$ cat src/rtl/issue_scoreboard_pkg.sv
// Shared definitions for the issue scoreboard: RV32 opcodes, register count
// and the per-opcode register-usage descriptor.
package issue_scoreboard_pkg;

   localparam int NUM_REGS = 16;

   typedef enum logic [6:0] {
      LUI      = 7'b0110111,
      AUIPC    = 7'b0010111,
      JAL      = 7'b1101111,
      JALR     = 7'b1100111,
      OP_IMM   = 7'b0010011,
      OP_REG   = 7'b0110011,
      BRANCH   = 7'b1100011,
      LOAD     = 7'b0000011,
      STORE    = 7'b0100011,
      MISC_MEM = 7'b0001111,
      SYSTEM   = 7'b1110011
   } opcode_e;

   typedef struct packed {
      logic uses_rs1;
      logic uses_rs2;
      logic uses_rd;
      logic serialise;
      logic illegal;
   } reg_usage_t;

endpackage

$ cat src/rtl/issue_scoreboard_reg_usage_decode.sv
// Maps an instruction opcode to the set of register fields it consumes or writes.
module reg_usage_decode
   import issue_scoreboard_pkg::*;
(
   input  logic [6:0] opcode,
   output reg_usage_t usage
);

   always_comb begin
      usage = '0;
      case (opcode)
         LUI, AUIPC, JAL:     usage.uses_rd = 1'b1;
         JALR, OP_IMM, LOAD: begin
            usage.uses_rs1 = 1'b1;
            usage.uses_rd  = 1'b1;
         end
         OP_REG: begin
            usage.uses_rs1 = 1'b1;
            usage.uses_rs2 = 1'b1;
            usage.uses_rd  = 1'b1;
         end
         BRANCH, STORE: begin
            usage.uses_rs1 = 1'b1;
            usage.uses_rs2 = 1'b1;
         end
         MISC_MEM:            ;
         SYSTEM:              usage.serialise = 1'b1;
         default:             usage.illegal = 1'b1;
      endcase
   end

endmodule

$ cat src/rtl/issue_scoreboard.sv
// Decode-to-execute issue stage: busy-bit scoreboard over the architectural
// registers plus one registered output slot with valid/ready on both sides.
module issue_scoreboard
   import issue_scoreboard_pkg::*;
#(
   parameter int DATA_W   = 32,
   parameter int NUM_REGS = issue_scoreboard_pkg::NUM_REGS
) (
   input  logic                clk,
   input  logic                reset,
   input  logic                up_valid,
   output logic                up_ready,
   input  logic [DATA_W-1:0]   up_data,
   input  logic [6:0]          up_opcode,
   input  logic [4:0]          up_rs1,
   input  logic [4:0]          up_rs2,
   input  logic [4:0]          up_rd,
   output logic                dn_valid,
   input  logic                dn_ready,
   output logic [DATA_W-1:0]   dn_data,
   output logic                dn_illegal,
   input  logic                wb_valid,
   input  logic [4:0]          wb_rd,
   input  logic                flush,
   output logic [NUM_REGS-1:0] busy
);

   function automatic logic in_range(input logic [4:0] idx);
      return int'(idx) < NUM_REGS;
   endfunction

   // x0 and out-of-range indices map to an empty mask, so they never hazard or set busy
   function automatic logic [NUM_REGS-1:0] reg_mask(input logic [4:0] idx);
      if (in_range(idx) && idx != 5'd0)
         return {{(NUM_REGS-1){1'b0}}, 1'b1} << idx;
      return '0;
   endfunction

   reg_usage_t          usage;
   logic [NUM_REGS-1:0] wb_mask, eff_busy, rs1_mask, rs2_mask, rd_mask;
   logic [NUM_REGS-1:0] set_mask, flush_mask;
   logic                hazard, illegal, xfer;
   logic [4:0]          dn_rd;
   logic                dn_wr_rd;

   reg_usage_decode u_decode (
      .opcode (up_opcode),
      .usage  (usage)
   );

   always_comb begin
      wb_mask  = wb_valid ? reg_mask(wb_rd) : '0;
      eff_busy = busy & ~wb_mask;
      rs1_mask = usage.uses_rs1 ? reg_mask(up_rs1) : '0;
      rs2_mask = usage.uses_rs2 ? reg_mask(up_rs2) : '0;
      rd_mask  = usage.uses_rd  ? reg_mask(up_rd)  : '0;

      hazard = |((rs1_mask | rs2_mask | rd_mask) & eff_busy)
             | (usage.serialise && ((|eff_busy) || dn_valid));

      illegal = usage.illegal
              | (usage.uses_rs1 && !in_range(up_rs1))
              | (usage.uses_rs2 && !in_range(up_rs2))
              | (usage.uses_rd  && !in_range(up_rd));

      up_ready = !flush && !hazard && (!dn_valid || dn_ready);
      xfer     = up_valid && up_ready;

      set_mask   = xfer ? rd_mask : '0;
      flush_mask = (flush && dn_valid && dn_wr_rd) ? reg_mask(dn_rd) : '0;
   end

   // Set is applied after the clears so a same-cycle writeback to the new rd loses
   always_ff @(posedge clk or posedge reset) begin
      if (reset) begin
         busy <= '0;
      end else begin
         busy <= (busy & ~wb_mask & ~flush_mask) | set_mask;
      end
   end

   always_ff @(posedge clk or posedge reset) begin
      if (reset) begin
         dn_valid   <= 1'b0;
         dn_data    <= '0;
         dn_illegal <= 1'b0;
         dn_rd      <= '0;
         dn_wr_rd   <= 1'b0;
      end else if (flush) begin
         dn_valid <= 1'b0;
      end else if (xfer) begin
         dn_valid   <= 1'b1;
         dn_data    <= up_data;
         dn_illegal <= illegal;
         dn_rd      <= up_rd;
         dn_wr_rd   <= |rd_mask;
      end else if (dn_ready) begin
         dn_valid <= 1'b0;
      end
   end

endmodule
$ cat config.mk
export PLATFORM = sky130hd
export DESIGN_NAME = issue_scoreboard
export DESIGN_NICKNAME = d
export VERILOG_FILES = /design/src/rtl/issue_scoreboard_pkg.sv /design/src/rtl/issue_scoreboard_reg_usage_decode.sv /design/src/rtl/issue_scoreboard.sv
export SDC_FILE = /design/constraint.sdc
export NUM_CORES = 1
export LEC_CHECK = 0
export CAP_MARGIN = 20
export CORE_ASPECT_RATIO = 1.25
export CORE_MARGIN = 2
export CORE_UTILIZATION = 30
export CTS_CLUSTER_SIZE = 20
export DETAILED_ROUTE_END_ITERATION = 8
export SETUP_SLACK_MARGIN = 0.02
export SLEW_MARGIN = 20
export SYNTH_ARGS = -nofsm -noshare
export SYNTH_HDL_FRONTEND = slang
export SYNTH_SLANG_ARGS = --single-unit
$ cat constraint.sdc
create_clock -name clk -period 9.2 [get_ports clk]
set_clock_uncertainty 0.05 [all_clocks]
set_input_delay 1.38 -clock clk [delete_from_list [all_inputs] [get_ports clk]]
set_output_delay 1.38 -clock clk [all_outputs]
set_load 0.01 [all_outputs]
==> results.sh <==
export IMPL_numCtsBuffers=5
export IMPL_finalSetupTns_ns=0
export IMPL_top_usage_layer="met2"
export IMPL_synth_edf_count=0
export IMPL_via_per_inst=5.39
export IMPL_layout_nets=524
export IMPL_min_period_ns=6.31
export IMPL_drc_errors=0
export IMPL_power_density_nw_per_um2=143
export IMPL_r2r_slack_ns=5.57
export IMPL_synth_area_leader_cell="dfrtp_1"
export IMPL_regArea_um2=1400
export IMPL_tritoncts="built"
export IMPL_gr_usage_met2_pct=29.6
export IMPL_insertion_delay_ns=0.30
export IMPL_fmax_mhz=159
export IMPL_dpl_hpwl_mm=8.93
export IMPL_crit_arrival_ns=4.88
export IMPL_io_buffer_count=115
export IMPL_pin_count=116
export IMPL_postCtsHoldBufs=0
export IMPL_synth_top_family_by_area="simple AND/OR/NAND/NOR gates"
export IMPL_critPathCaptureType="output pin"
export IMPL_synth_top_cell_area_share_pct=38.4
export IMPL_post_cts_setup_buffer_count=0
export IMPL_synthSimpleGateAreaFrac_pct=21.8
export IMPL_vias=3361
export IMPL_yosysSeqAreaShare_pct=38.4
export IMPL_synth_compound_gate_area_share_pct=18.5
export IMPL_synthMostInstantiatedCell="dfrtp_1"
export IMPL_grt_pass1_wl_mm=18.0
export IMPL_yosys_top_cells_area="dfrtp_1 38%, mux2_4 14%, nor2_1 3.2%"
export IMPL_utilization_pct=42.0
export IMPL_clock_root_buffer="clkbuf_16"
export IMPL_grt_use_met1_pct=21.4
export IMPL_rsz0062_at_grt="false"
export IMPL_place_congestion=0.918
export IMPL_min_period_over_period_pct=68.5
export IMPL_avgSynthCellArea_um2=10.3
export IMPL_clockBufferDepth=2
export IMPL_ys_warn_count=0
export IMPL_reg2reg_to="dn_data[11]"
export IMPL_cts_resized_gates=0
export IMPL_multi_input_area_um2=2070
export IMPL_die_width_um=103
export IMPL_worst_ep_required_time_ns=7.77
export IMPL_synthMuxAreaShare_pct=16.2
export IMPL_core_um2=12000
export IMPL_drive_gt1_share_pct=13.0
export IMPL_syn_nets=421
export IMPL_cp_start_kind="primary input"
export IMPL_overflow=0
export IMPL_dr_pass1_iters=5
export IMPL_htreeDepth=2
export IMPL_synth_distinct_cells=60
export IMPL_cap_viol_max_count=0
export IMPL_rows=45
export IMPL_synth_common_cells="56 x dfrtp_1, 35 x mux2_4, 31 x nor2_1, 16 x nand2_1"
export IMPL_worstHoldStart="busy[0]"
export IMPL_hp_class="reg2reg"
export IMPL_syn_to_final_growth_pct=38.0
export IMPL_rr_worst_depth=8
export IMPL_synthAdderAreaFrac_pct=0
export IMPL_synth_area_um2=3650
export IMPL_grt_pass1_vias=3397
export IMPL_diodes=0
export IMPL_ir_worst_vdd_mv=0.108
export IMPL_hold_depth=0
export IMPL_drtIter0Drc=249
export IMPL_wl_per_cell_um=18.8
export IMPL_grt_total_usage_pct=17.9
export IMPL_synth_xor_area_share_pct=0.240
export IMPL_hold_end="busy[0]"
export IMPL_antenna_found_initial=0
export IMPL_path_class="in2out"
export IMPL_synthCells=356
export IMPL_ys_async_sr_fraction_pct=100
export IMPL_path_clk_slew_ns=0.07
export IMPL_start_util_pct=30.4
export IMPL_slew_headroom_pct=27.6
export IMPL_tightest_slew_ns=1.06
export IMPL_drtAntennaViolNets=0
export IMPL_final_hold_viol_count=0
export IMPL_reg2reg_from="busy[15]"
export IMPL_ys_ff_latch=56
export IMPL_finalSetupViolCount=0
export IMPL_cts_sinks=56
export IMPL_die_y_um=127
export IMPL_grt_max_degree=57
export IMPL_die_area_um2=13100
export IMPL_synth_top_flop_cell="dfrtp_1"
export IMPL_finalMaxSlewViolations=0
export IMPL_status="complete, no violations"
export IMPL_drt_wl_total_mm=11.7
export IMPL_fillers=1168
export IMPL_leakagePower_nw=2.03
export IMPL_use_met3_pct=4.05
export IMPL_critical_path_max_fanout=18
[logic make-up after synthesis]
family / Yosys count
and+or+nand+nor: 137
AOI/OAI and AO/OA: 92
DFF: 56
muxes: 41
buffers and inverters: 29
xor gates and xnor gates: 1
[worst max-delay path, cell delays in order]
cell and delay (ns):
clkdlybuf4s50_1 0.81, or3b_2 0.23, a21oi_1 0.10, nor2_1 0.56
nor4_1 0.11, or4_1 0.52, or4_4 0.48, nor2_1 0.12
clkdlybuf4s50_1 0.55
[state kept, by name, indices dropped and copies added (netlist names)]
name,count
dn_data,32
dn_rd,5
dn_illegal,1
busy,16
dn_wr_rd,1
dn_valid,1
[power by group]
part           internal, mW  switching, mW
Combinational         0.123         0.0790
Clock                 0.128         0.0886
Sequential            0.277         0.0236
[metal layers]
layer	part of all wire, %	vias up
met1	41	1598
met3	6.5	38
li1	-	1566
met4	4.5	0
met2	48	159
met5	0	-
[final cells by class]
cell class / instances / area share (%)
Inverter: 9 / 0.670
Clock inverter: 3 / 0.844
Timing Repair Buffer: 116 / 23.0
Clock buffer: 5 / 2.48
Multi-Input combinational cell: 271 / 41.1
Sequential cell: 56 / 27.8
Tap cell: 164 / 4.07
[stage by stage]
step	cells	setup WS, ns	total power [mW]	hold WS, ns	instance area, um^2
2_1_floorplan	356	4.28	0.402	0.438	3650
3_3_place_gp	616	2.98	0.505	0.348	4870
3_5_place_dp	616	2.92	0.507	0.345	4870
4_1_cts	624	2.92	0.729	0.367	5040
5_1_grt	624	2.60	0.752	0.381	5040
6_report	624	2.89	0.719	0.360	5040
[cell usage in the layout (no fill, tap or decap), types with 4 or more instances in the layout]
cell type,count
nor2b_1,10
nand4b_1,4
a21oi_1,10
mux2_2,5
nand3_1,6
o21a_1,8
nor2_1,31
a41o_1,8
nand2_1,16
a32oi_1,4
clkbuf_16,5
inv_1,8
nor3_1,14
a21o_1,4
nand3b_1,6
clkdlybuf4s50_1,115
dfrtp_1,56
o21ai_0,14
o22ai_1,5
a22oi_1,7
mux2_4,35
nand2b_1,12
nand4_1,4
nor4_1,9
o211ai_1,6
[how the worst max path moves through the flow]
| stage | slack (ns) | start | to | depth (start not counted) |
|---|---|---|---|---|
| 6_report | 2.89 | up_opcode[6] | up_ready | 9 |
| 5_1_grt | 2.60 | up_opcode[6] | up_ready | 9 |
| 4_1_cts | 2.92 | up_opcode[6] | up_ready | 9 |
| 3_5_place_dp | 2.92 | up_opcode[6] | up_ready | 9 |
| 3_3_place_gp | 2.98 | up_opcode[6] | up_ready | 9 |
| 2_1_floorplan | 4.28 | wb_rd[4] | up_ready | 8 |
Power figures use the tool's default switching activity.
